**config.mk**
```make
export PLATFORM = sky130hd
export DESIGN_NAME = seq_chunk_adder_flat
export DESIGN_NICKNAME = d
export VERILOG_FILES = /design/src/rtl/seq_chunk_adder_if.sv /design/src/rtl/seq_chunk_adder.sv /design/src/flat_wrapper.sv
export SDC_FILE = /design/constraint.sdc
export NUM_CORES = 1
export LEC_CHECK = 0
export ABC_CLOCK_PERIOD_IN_PS = 3290
export BUFFER_PORTS_ARGS = -buffer_cell sky130_fd_sc_hd__buf_2
export CORE_ASPECT_RATIO = 0.8
export CORE_MARGIN = 4
export CORE_UTILIZATION = 55
export CTS_CLUSTER_DIAMETER = 50
export DETAILED_ROUTE_END_ITERATION = 8
export PLACE_DENSITY = 0.86
export REMOVE_ABC_BUFFERS = 1
export SYNTH_ARGS = -nofsm -noshare
export SYNTH_HDL_FRONTEND = slang
export SYNTH_SLANG_ARGS = --single-unit
```
**constraint.sdc**
```tcl
create_clock -name clk -period 3.29 [get_ports clk]
set_input_delay 0.1645 -clock clk [delete_from_list [all_inputs] [get_ports clk]]
set_output_delay 0.1645 -clock clk [all_outputs]
set_load 0.01 [all_outputs]
```
**src/rtl/seq_chunk_adder_if.sv**
```systemverilog
// seq_chunk_adder_if: request/operand and result bus of the chunked adder
interface seq_chunk_adder_if #(
  parameter int SIZE   = 4,
  parameter int CHUNKS = 4
);
  logic                   start;
  logic [SIZE*CHUNKS-1:0] a;
  logic [SIZE*CHUNKS-1:0] b;
  logic                   cin;
  logic                   busy;
  logic                   done;
  logic [SIZE*CHUNKS-1:0] sum;
  logic                   cout;
  logic                   ovf;
  modport master (output start, a, b, cin, input busy, done, sum, cout, ovf);
  modport slave  (input start, a, b, cin, output busy, done, sum, cout, ovf);
endinterface

```
**src/rtl/seq_chunk_adder.sv**
```systemverilog
// seq_chunk_adder: wide adder processing one SIZE-bit chunk per clock, LSB chunk first
module seq_chunk_adder #(
  parameter int SIZE   = 4,
  parameter int CHUNKS = 4
) (
  input logic              clk,
  input logic              rst_n,
  seq_chunk_adder_if.slave bus
);
  localparam int WIDTH = SIZE * CHUNKS;
  localparam int IW    = CHUNKS > 1 ? $clog2(CHUNKS) : 1;
  typedef enum logic {IDLE, RUN} state_t;
  state_t            r_state, w_next;
  logic [WIDTH-1:0]  r_a, r_b, r_psum, r_sum, w_psum;
  logic [IW-1:0]     r_idx;
  logic              r_carry, r_cout, r_ovf, r_done;
  logic [SIZE-1:0]   w_ach, w_bch, w_s;
  logic [SIZE:0]     w_c;
  logic              w_last;
  assign w_ach  = r_a[int'(r_idx)*SIZE +: SIZE];
  assign w_bch  = r_b[int'(r_idx)*SIZE +: SIZE];
  assign w_last = r_idx == IW'(CHUNKS - 1);
  assign w_c[0] = r_carry;
  genvar i;
  generate
    for (i = 0; i < SIZE; i++) begin : g_rca
      assign w_s[i]   = w_ach[i] ^ w_bch[i] ^ w_c[i];
      assign w_c[i+1] = (w_ach[i] & w_bch[i]) | (w_c[i] & (w_ach[i] ^ w_bch[i]));
    end
  endgenerate
  // partial sum with the current chunk merged in, so the final chunk reaches sum in the same edge
  always_comb begin
    w_psum = r_psum;
    w_psum[int'(r_idx)*SIZE +: SIZE] = w_s;
  end
  // next state: accept start only when idle, leave RUN after the last chunk
  always_comb begin
    w_next = r_state == IDLE ? (bus.start ? RUN : IDLE) : (w_last ? IDLE : RUN);
  end
  // state register
  always_ff @(posedge clk) begin
    r_state <= !rst_n ? IDLE : w_next;
  end
  // operand latch, chunk sequencing and result capture
  always_ff @(posedge clk) begin
    if (!rst_n) begin
      r_a     <= '0;
      r_b     <= '0;
      r_psum  <= '0;
      r_idx   <= '0;
      r_carry <= 1'b0;
      r_sum   <= '0;
      r_cout  <= 1'b0;
      r_ovf   <= 1'b0;
      r_done  <= 1'b0;
    end else begin
      r_done <= 1'b0;
      if (r_state == IDLE) begin
        if (bus.start) begin
          r_a     <= bus.a;
          r_b     <= bus.b;
          r_carry <= bus.cin;
          r_idx   <= '0;
        end
      end else begin
        r_psum  <= w_psum;
        r_carry <= w_c[SIZE];
        r_idx   <= w_last ? '0 : r_idx + 1'b1;
        if (w_last) begin
          r_sum  <= w_psum;
          r_cout <= w_c[SIZE];
          r_ovf  <= w_c[SIZE-1] ^ w_c[SIZE];
          r_done <= 1'b1;
        end
      end
    end
  end
  assign bus.busy = r_state == RUN;
  assign bus.done = r_done;
  assign bus.sum  = r_sum;
  assign bus.cout = r_cout;
  assign bus.ovf  = r_ovf;
endmodule
```
**src/flat_wrapper.sv**
```systemverilog
// flat-port wrapper written by rule: the top's interface ports become plain ports
module seq_chunk_adder_flat 
#(
  parameter int SIZE   = 4,
  parameter int CHUNKS = 4
)
  (clk, rst_n, bus_start, bus_a, bus_b, bus_cin, bus_busy, bus_done, bus_sum, bus_cout, bus_ovf);
  seq_chunk_adder_if #(.SIZE(SIZE), .CHUNKS(CHUNKS)) bus_i ();
  input logic clk;
  input logic rst_n;
  input wire logic [$bits(bus_i.start)-1:0] bus_start;
  input wire logic [$bits(bus_i.a)-1:0] bus_a;
  input wire logic [$bits(bus_i.b)-1:0] bus_b;
  input wire logic [$bits(bus_i.cin)-1:0] bus_cin;
  output wire logic [$bits(bus_i.busy)-1:0] bus_busy;
  output wire logic [$bits(bus_i.done)-1:0] bus_done;
  output wire logic [$bits(bus_i.sum)-1:0] bus_sum;
  output wire logic [$bits(bus_i.cout)-1:0] bus_cout;
  output wire logic [$bits(bus_i.ovf)-1:0] bus_ovf;
  assign bus_i.start = bus_start;
  assign bus_i.a = bus_a;
  assign bus_i.b = bus_b;
  assign bus_i.cin = bus_cin;
  assign bus_busy = bus_i.busy;
  assign bus_done = bus_i.done;
  assign bus_sum = bus_i.sum;
  assign bus_cout = bus_i.cout;
  assign bus_ovf = bus_i.ovf;
  seq_chunk_adder #(.SIZE(SIZE), .CHUNKS(CHUNKS)) u_core (.clk(clk), .rst_n(rst_n), .bus(bus_i));
endmodule
```
==> results of run 1 <==
## synthesized netlist by cell type (2+ instances only)
master	n	area [um^2]
a21boi_0	19	143
a21boi_1	13	97.6
a21oi_1	2	10.0
a221o_1	14	140
a221o_2	2	22.5
a22oi_1	8	60.1
a32oi_1	8	70.1
and3_1	8	50.1
and4bb_4	3	48.8
buf_2	6	30.0
buf_4	2	15.0
buf_6	6	67.6
clkbuf_1	5	18.8
dfxtp_1	71	1420
fa_1	4	80.1
ha_1	6	75.1
inv_1	10	37.5
mux4_1	2	52.6
mux4_2	6	135
nand2_1	70	263
nor2_1	4	15.0
nor2b_1	21	131
nor3_1	2	10.0
nor3b_1	8	60.1
o21ai_0	2	10.0
## path summary, 6_finish.rpt
| path | cells after the start | from | slack [ns] | to |
|---|---|---|---|---|
| hold / removal | 3 | bus_a[0] | 0.05 | u_core.r_a[0] |
| setup reg to reg | 11 | u_core.r_idx[0] | 0.15 | u_core.bus.sum[3] |
| hold reg to reg | 2 | u_core.r_b[13] | 0.46 | u_core.r_b[13] |
| setup / recovery | 11 | u_core.r_idx[0] | 0.15 | u_core.bus.sum[3] |
## area by class of cell
class,instances,area [um^2],share of cell area
Clock buffer,10,128,0.0346
Clock inverter,6,85.1,0.0231
Inverter,11,41.3,0.0112
Multi-Input combinational cell,213,1590,0.432
Sequential cell,71,1420,0.386
Tap cell,78,97.6,0.0265
Timing Repair Buffer,61,320,0.0869
## sequential cells by signal, indices dropped and copies added, names as in the netlist
name,flops
u_core.r_psum,16
u_core.bus.sum,16
u_core.r_idx,2
u_core.bus.done,1
u_core.r_carry,1
u_core.bus.cout,1
u_core.bus.ovf,1
u_core.bus.busy,1
u_core.r_a,16
u_core.r_b,16
## per-stage QoR
| step | util | cells | setup slack [ns] | total power, uW | hold slack, ns |
|---|---|---|---|---|---|
| 6_report | 0.664 | 450 | 0.151 | 1840 | 0.0463 |
| 5_1_grt | 0.664 | 450 | 0.0205 | 1920 | 0.0368 |
| 4_1_cts | 0.663 | 450 | 0.0555 | 1860 | 0.0358 |
| 3_5_place_dp | 0.625 | 434 | 0.0888 | 1110 | 0.414 |
| 3_3_place_gp | 0.625 | 434 | 0.203 | 1110 | 0.404 |
| 2_1_floorplan | - | 295 | -0.0170 | 1040 | 0.275 |
## critical path, cell delays in order (launching register included)
cell	delay, ns
dfxtp_2	0.40
mux4_1	0.55
inv_1	0.09
fa_1	0.17
inv_1	0.05
fa_1	0.36
inv_1	0.08
fa_1	0.20
inv_1	0.07
fa_1	0.57
and3_1	0.21
a221o_1	0.27
## timing repair
action	in CTS	in global routing
gates resized for setup	0	1
setup endpoints to repair	0	4
hold buffers	0	0
## per-layer routing
metal  wire length, um  part of all wire  vias up
met1              3140              0.46     1196
met5                 0                 0        -
met4                77             0.011        0
met2              3110              0.46       81
met3               480             0.070       11
li1                  -                 -     1214
## cells by family (layout without fill, tap and decap cells)
| group | after synthesis | after routing | synth area share |
|---|---|---|---|
| adder cells (fa/ha/maj) | 10 | 10 | 0.0484 |
| buffers and inverters | 31 | 88 | 0.0602 |
| multiplexers | 9 | 9 | 0.0617 |
| flip-flops | 71 | 71 | 0.444 |
| AO/OA/AOI/OAI | 71 | 71 | 0.184 |
| XOR/XNOR | 1 | 1 | 0.00273 |
| AND/OR/NAND/NOR | 122 | 122 | 0.200 |
## where the power goes
group / total [uW] / internal [uW] / switching (uW)
combinational: 192 / 84.6 / 107
clock: 750 / 424 / 326
sequential: 903 / 887 / 16.2
total: 1840 / 1400 / 450
==> flow_summary.yaml, run 1 <==
outcome:
  outcome: "complete, no violations"
setup_path:
  cp-start-kind: "flop"
  worstSetupEndpointType: "flop"
  cp.arrival_ns: 3.37
  worst-path-max-fanout: 8
  criticalPathCategory: "reg2reg"
  cp.required_ns: 3.52
timing:
  worst-slew-pin-transition_ns: 0.557
  final_max_slew_viol_count: 0
  fin_crit_ns: 3.14
  tns_ns: 0
  relSlewSlack: 0.628
  max_freq_ghz: 0.319
  final_hold_viol_count: 0
  rsz0062_at_grt: "no"
  skew_ns: 0.0118
  setup_viol: 0
  period_share: 0.954
routing:
  drc_errors: 0
  first_pass_iters: 4
  ant_nets: 0
  wire_per_inst_um: 15.1
  drt_wl_total_um: 6810
  num_vias: 2502
  initialDrtViolationCount: 101
  avgViaCountPerCell: 5.56
job:
  maxCapViolations: 0
synth:
  netlist_instances: 315
  async_flop_share: 0
  synth_edf_count: 0
  synth-seq-cells: 71
  synth_area_um2: 3200
  yosys_warnings: 0
  seq_area_frac_synth: 0.444
  postSynthAreaPerCell_um2: 10.2
  ys.flop_type: "dfxtp_1"
  synthDistinctLibCells: 38
power:
  ir_drop_v: 0.000273
  leakage_uw: 0.00151
  powerDensity_nw_per_um2: 500
layout:
  nets: 413
  layout-drive-gt1-share: 0.255
  syn2layout_area_growth_pct: 15.1
  layout_common_cells: "nand2_1, dfxtp_1, buf_2"
  postLayoutCellArea_um2: 3690
  diodes: 0
  fillers: 449
die:
  rows: 24
  dieArea_um2: 7120
  initial_utilization: 0.577
  die_w_um: 93.3
  die_h_um: 76.3
  pin_count: 56
  core_region_area_um2: 5560
grt:
  grt_first_pass_wirelength_um: 11100
  antenna_found_initial: 0
  use_met1: 0.253
  busiest_layer: "met2"
  grt_use_total: 0.200
  grt_pass1_vias: 2408
  grt_max_degree: 35
  grt_use_met3: 0.0809
  grt_remaining_overflow: 0
  grt_util_met2: 0.312
hold_path:
  hold_path_class: "in2reg"
clocking:
  cts_buffer_depth: 2
  cts_tree: "built"
  clock_latency_ns: 0.36
  cts.sinks: 71
  ctsRootBufferMaster: "clkbuf_8"
  clkTransAtPathRegs_ns: 0.07
  cts_setup_buffers: 0
  htreeDepth: 3
  cts_buffers: 9
placement:
  portBuffers: 55
  dpl.hpwl_um: 4750
  placed_area_um2: 3470
  place.gp.congestion: 0.862
(Power assumes the default switching activity.)
==> run 2: changes to the inputs <==
Settings changed: BUFFER_PORTS_ARGS -buffer_cell sky130_fd_sc_hd__buf_2 to -buffer_cell sky130_fd_sc_hd__buf_4, CORE_ASPECT_RATIO 0.8 to not set, HOLD_SLACK_MARGIN set to 0.1.
==> flow_summary.yaml, run 2 (synthesis gave the netlist of run 1 again) <==
power:
  powerDensity_nw_per_um2: 447
  p_int_uw: 1390
  p_switching_uw: 441
  ir_drop_v: 0.000278
  swShare: 0.241
  p_comb_frac: 0.127
  clock_power_share: 0.379
  seqPwrFrac: 0.494
  leakage_uw: 0.00166
timing:
  hold-worst-slack_ns: 0.101
  final_hold_viol_count: 0
  rsz0062_at_grt: "no"
  skew_ns: 0.00729
  period_share: 0.949
  relSlewSlack: 0.629
  worst-slew-pin-transition_ns: 0.556
  tns_ns: 0
  max_freq_ghz: 0.320
  fin_crit_ns: 3.12
  final_max_slew_viol_count: 0
  setup_viol: 0
clocking:
  cts.sinks: 71
  clock_latency_ns: 0.35
  clkTransAtPathRegs_ns: 0.07
  cts_buffer_depth: 2
  cts_tree: "built"
  cts_buffers: 9
  ctsRootBufferMaster: "clkbuf_8"
  htreeDepth: 3
  cts_setup_buffers: 0
grt:
  busiest_layer: "met2"
  grt_use_met3: 0.0402
  use_met1: 0.267
  grt_remaining_overflow: 0
  grt_first_pass_wirelength_um: 12400
  grt_pass1_vias: 2665
  grt_max_degree: 54
  grt_use_total: 0.216
  grt_util_met2: 0.362
  antenna_found_initial: 0
setup_path:
  crit_end: "u_core.bus.sum[15]"
  startpoint: "u_core.r_idx[0]"
  cp.arrival_ns: 3.36
  rr_worst_depth: 9
  cp-start-kind: "flop"
  timing.rr.start: "u_core.r_idx[0]"
  criticalPathCategory: "reg2reg"
  worstSetupEndpointType: "flop"
  r2r_end: "u_core.bus.sum[15]"
  cp.required_ns: 3.53
  r2r_slack_ns: 0.17
  worst-path-max-fanout: 17
layout:
  layout_common_cells: "dfxtp_1, nand2_1, buf_4"
  fillers: 418
  layout-drive-gt1-share: 0.230
  final_cells: 472
  mostFrequentLayoutCell: "dfxtp_1"
  diodes: 0
  multi_input_area_um2: 1590
  nets: 442
  final-seq-area_um2: 1420
  syn2layout_area_growth_pct: 27.8
routing:
  drc_errors: 0
  drt_wl_total_um: 7370
  avgViaCountPerCell: 5.65
  num_vias: 2668
  wire_per_inst_um: 15.6
  first_pass_iters: 4
  initialDrtViolationCount: 241
  ant_nets: 0
die:
  dieArea_um2: 7110
  pin_count: 56
  rows: 27
  die_w_um: 84.3
  die_h_um: 84.3
  initial_utilization: 0.575
  core_region_area_um2: 5570
placement:
  portBuffers: 55
  place.gp.congestion: 0.877
  dpl.hpwl_um: 4780
  placed_cells: 426
hold_path:
  holdCritStartpoint: "bus_a[7]"
  hold_path_class: "in2reg"
outcome:
  outcome: "complete, no violations"
job:
  maxCapViolations: 0
[run 2: cell count changes in the layout (fill, tap and decap cells not counted), sizes merged]
cell / before / now
dlygate4sd3: 0 / 31
clkinv: 2 / 3
bufinv: 2 / 1
buf: 61 / 59
clkinvlp: 2 / 0
clkbuf: 10 / 11
[run 2: area by class of cell]
type / instances / area share
inverters: 11 / 0.0101
clock inverters: 4 / 0.0110
flip-flops and latches: 71 / 0.347
repair buffers: 90 / 0.184
well taps: 72 / 0.0220
clock buffers: 11 / 0.0370
multi-input cells: 213 / 0.389
[run 2: power groups by stage]
| stage | combinational (uW) | clock (uW) | sequential, uW |
|---|---|---|---|
| global placement | 193 | 0 | 922 |
| finish | 232 | 694 | 904 |
| floorplan | 112 | 0 | 925 |
| detailed placement | 198 | 0 | 923 |
| global route | 255 | 735 | 906 |
| CTS | 228 | 702 | 904 |
[run 2: metal layers]
| metal | up-vias | part of all wire |
|---|---|---|
| li1 | 1271 | - |
| met1 | 1282 | 0.42 |
| met2 | 100 | 0.50 |
| met3 | 15 | 0.062 |
| met4 | 0 | 0.021 |
| met5 | - | 0 |
[run 2: worst min path at each step]
stage / end / slack (ns) / depth (start not counted)
2_1_floorplan: u_core.bus.busy / 0.27 / 1
4_1_cts: u_core.r_a[7] / 0.10 / 3
3_3_place_gp: u_core.bus.busy / 0.41 / 2
5_1_grt: u_core.r_a[7] / 0.13 / 3
3_5_place_dp: u_core.bus.busy / 0.42 / 2
6_report: u_core.r_a[7] / 0.10 / 3
[run 2: critical path, cell delays in order, from the launching register on]
cell	delay [ns]
dfxtp_1	0.38
buf_4	0.27
mux4_2	0.56
fa_1	0.43
inv_1	0.07
fa_1	0.20
inv_1	0.06
fa_1	0.58
and3_1	0.21
a221o_1	0.26
[run 2: stage by stage]
stage	utilization	power, uW	setup WS (ns)	area (um^2)
after floorplan	-	1040	-0.0170	3050
after global placement	0.644	1110	0.285	3590
after detailed placement	0.644	1120	0.194	3590
after CTS	0.734	1830	0.163	4090
after global routing	0.734	1900	0.00709	4090
final	0.734	1830	0.169	4090
[run 2: what timing repair did]
item	CTS	global route
hold endpoints to repair	31	0
hold buffers	31	0
gates resized for setup	0	0
==> run 3: changes to the inputs <==
Settings changed: ABC_CLOCK_PERIOD_IN_PS 3290 to 2800, CORE_UTILIZATION 55 to 50, HOLD_SLACK_MARGIN 0.1 to 0.06, PLACE_DENSITY 0.86 to 0.82.
Clock period 3.29 ns to 2.8 ns, I/O delays scaled along.
==> flow_summary.yaml, run 3 (synthesis gave the netlist of run 1 again) <==
power:
  ir_drop_v: 0.000465
  leakage_uw: 0.00166
  swShare: 0.245
  p_int_uw: 1620
  p_comb_frac: 0.135
  seqPwrFrac: 0.492
  clock_power_share: 0.373
  p_switching_uw: 527
  powerDensity_nw_per_um2: 518
timing:
  rsz0062_at_grt: "yes"
  timing.final.ws_setup_ns: -0.0337
  fin_crit_ns: 2.83
  worst-slew-pin-transition_ns: 0.559
  skew_ns: 0.00511
  period_share: 1.01
  final_hold_viol_count: 0
  max_freq_ghz: 0.353
  relSlewSlack: 0.626
  setup_viol: 6
  final_max_slew_viol_count: 0
setup_path:
  worstPathCellList: "mux4_2, inv_2, fa_2, inv_2, fa_2, inv_2, fa_2, inv_2, fa_2, and3_1, a221o_1"
  worstSetupEndpointType: "flop"
  cp-start-kind: "flop"
  worst-path-max-fanout: 7
  r2r_slack_ns: -0.03
  criticalPathCategory: "reg2reg"
  timing.rr.start: "u_core.r_idx[0]"
  cpPeakStageDelay_ns: 0.51
  rr_worst_depth: 11
  slowest_stage: "mux4_2"
  cp.arrival_ns: 3.08
  r2r_end: "u_core.bus.sum[3]"
  crit_family: "adder cells"
  worst-path-buf-inv: 4
  cp.required_ns: 3.04
clocking:
  cts_tree: "built"
  cts.sinks: 71
  ctsRootBufferMaster: "clkbuf_8"
  htreeDepth: 3
  clkTransAtPathRegs_ns: 0.07
  cts_buffer_depth: 2
  clock_latency_ns: 0.36
  cts_buffers: 9
layout:
  layout_common_cells: "nand2_1, dfxtp_1, buf_4"
  final_cells: 482
  layout-drive-gt1-share: 0.268
  post-route-util: 0.685
  diodes: 0
  syn2layout_area_growth_pct: 29.6
  nets: 448
routing:
  avgViaCountPerCell: 5.50
  topRoutingLayerUsed: "met4"
  met3WireLength_um: 469
  routed-wl-met2_um: 3780
  num_vias: 2650
  wl_met1_um: 3150
  drt_wl_total_um: 7470
  ant_nets: 0
  drc_errors: 0
  initialDrtViolationCount: 108
  first_pass_iters: 4
  wire_per_inst_um: 15.5
hold_path:
  holdCritStartpoint: "bus_b[0]"
  hold_path_end: "u_core.r_b[0]"
  hold_depth: 3
  hold_path_class: "in2reg"
grt:
  antenna_found_initial: 0
  grt_first_pass_wirelength_um: 12400
  grt_pass1_vias: 2612
  grt_use_total: 0.209
  grt_remaining_overflow: 0
  grt_max_degree: 54
die:
  dieArea_um2: 7750
  core_region_area_um2: 6060
  die_h_um: 88.0
  pin_count: 56
  die_w_um: 88.0
  initial_utilization: 0.528
  rows: 28
placement:
  place.gp.congestion: 0.801
  placed_cells: 433
  portBuffers: 55
  dpl.hpwl_um: 4730
outcome:
  failed_checks: "setup timing"
  outcome: "finished, violations left"
job:
  maxCapViolations: 0
## run 3: changes by cell type in the layout (fill, tap and decap cells not counted), moves of 4 or more
cell / before / now
fa_2: 0 / 4
buf_4: 59 / 64
fa_1: 4 / 0
inv_2: 1 / 6
inv_1: 10 / 5
## run 3: worst reg2reg max path: stages (launching register included)
cell and delay, ns:
dfxtp_4 0.37, mux4_2 0.51, inv_2 0.07, fa_2 0.19, inv_2 0.04, fa_2 0.32
inv_2 0.06, fa_2 0.21, inv_2 0.04, fa_2 0.49, and3_1 0.18, a221o_1 0.26
## run 3: area by class of cell
| cell class | instances | area (um^2) |
|---|---|---|
| clock buffer | 12 | 145 |
| clock inverter | 4 | 45.0 |
| fill | 467 | 1910 |
| inverter | 11 | 41.3 |
| multi-input combinational | 213 | 1600 |
| sequential | 71 | 1430 |
| tap | 75 | 93.8 |
| timing repair buffer | 96 | 801 |
## run 3: how the worst max path moves through the flow
stage	cells past startpoint	slack (ns)	to	start
after detailed placement	11	-0.24	u_core.bus.sum[3]	u_core.r_idx[0]
after global placement	11	-0.15	u_core.bus.sum[15]	u_core.r_idx[0]
after CTS	11	-0.09	u_core.bus.sum[7]	u_core.r_idx[0]
after global routing	11	-0.13	u_core.bus.sum[7]	u_core.r_idx[0]
final	11	-0.03	u_core.bus.sum[3]	u_core.r_idx[0]
after floorplan	11	-0.51	u_core.bus.sum[11]	u_core.r_idx[0]
## run 3: metal layers
metal | track usage | vias up
met4 | 0.0508 | 0
li1 | - | 1282
met1 | 0.246 | 1287
met5 | 0 | -
met3 | 0.0743 | 9
met2 | 0.364 | 72
## run 3: through the flow
stage / power [uW] / instance area, um^2 / setup slack [ns] / hold slack, ns / TNS [ns]
2_1_floorplan: 1220 / 3050 / -0.507 / 0.250 / -5.10
3_3_place_gp: 1320 / 3620 / -0.152 / 0.389 / -0.865
3_5_place_dp: 1330 / 3620 / -0.244 / 0.398 / -1.65
4_1_cts: 2160 / 4140 / -0.0923 / 0.0856 / -0.367
5_1_grt: 2230 / 4150 / -0.129 / 0.104 / -0.797
6_report: 2150 / 4150 / -0.0337 / 0.0903 / -0.151
## run 3: what timing repair did
item / CTS / global route
gates resized for setup: 13 / 1
pin swaps: 3 / 5
setup buffers: 0 / 1
hold buffers: 32 / 0
hold endpoints to repair: 32 / 0
endpoints found under the setup margin: 8 / 8
## run 3: power by group through the flow
stage	sequential [uW]	clock, uW	combinational [uW]
global placement	1080	0	239
floorplan	1090	0	132
CTS	1060	815	285
finish	1060	803	290
detailed placement	1080	0	244
global route	1060	853	319
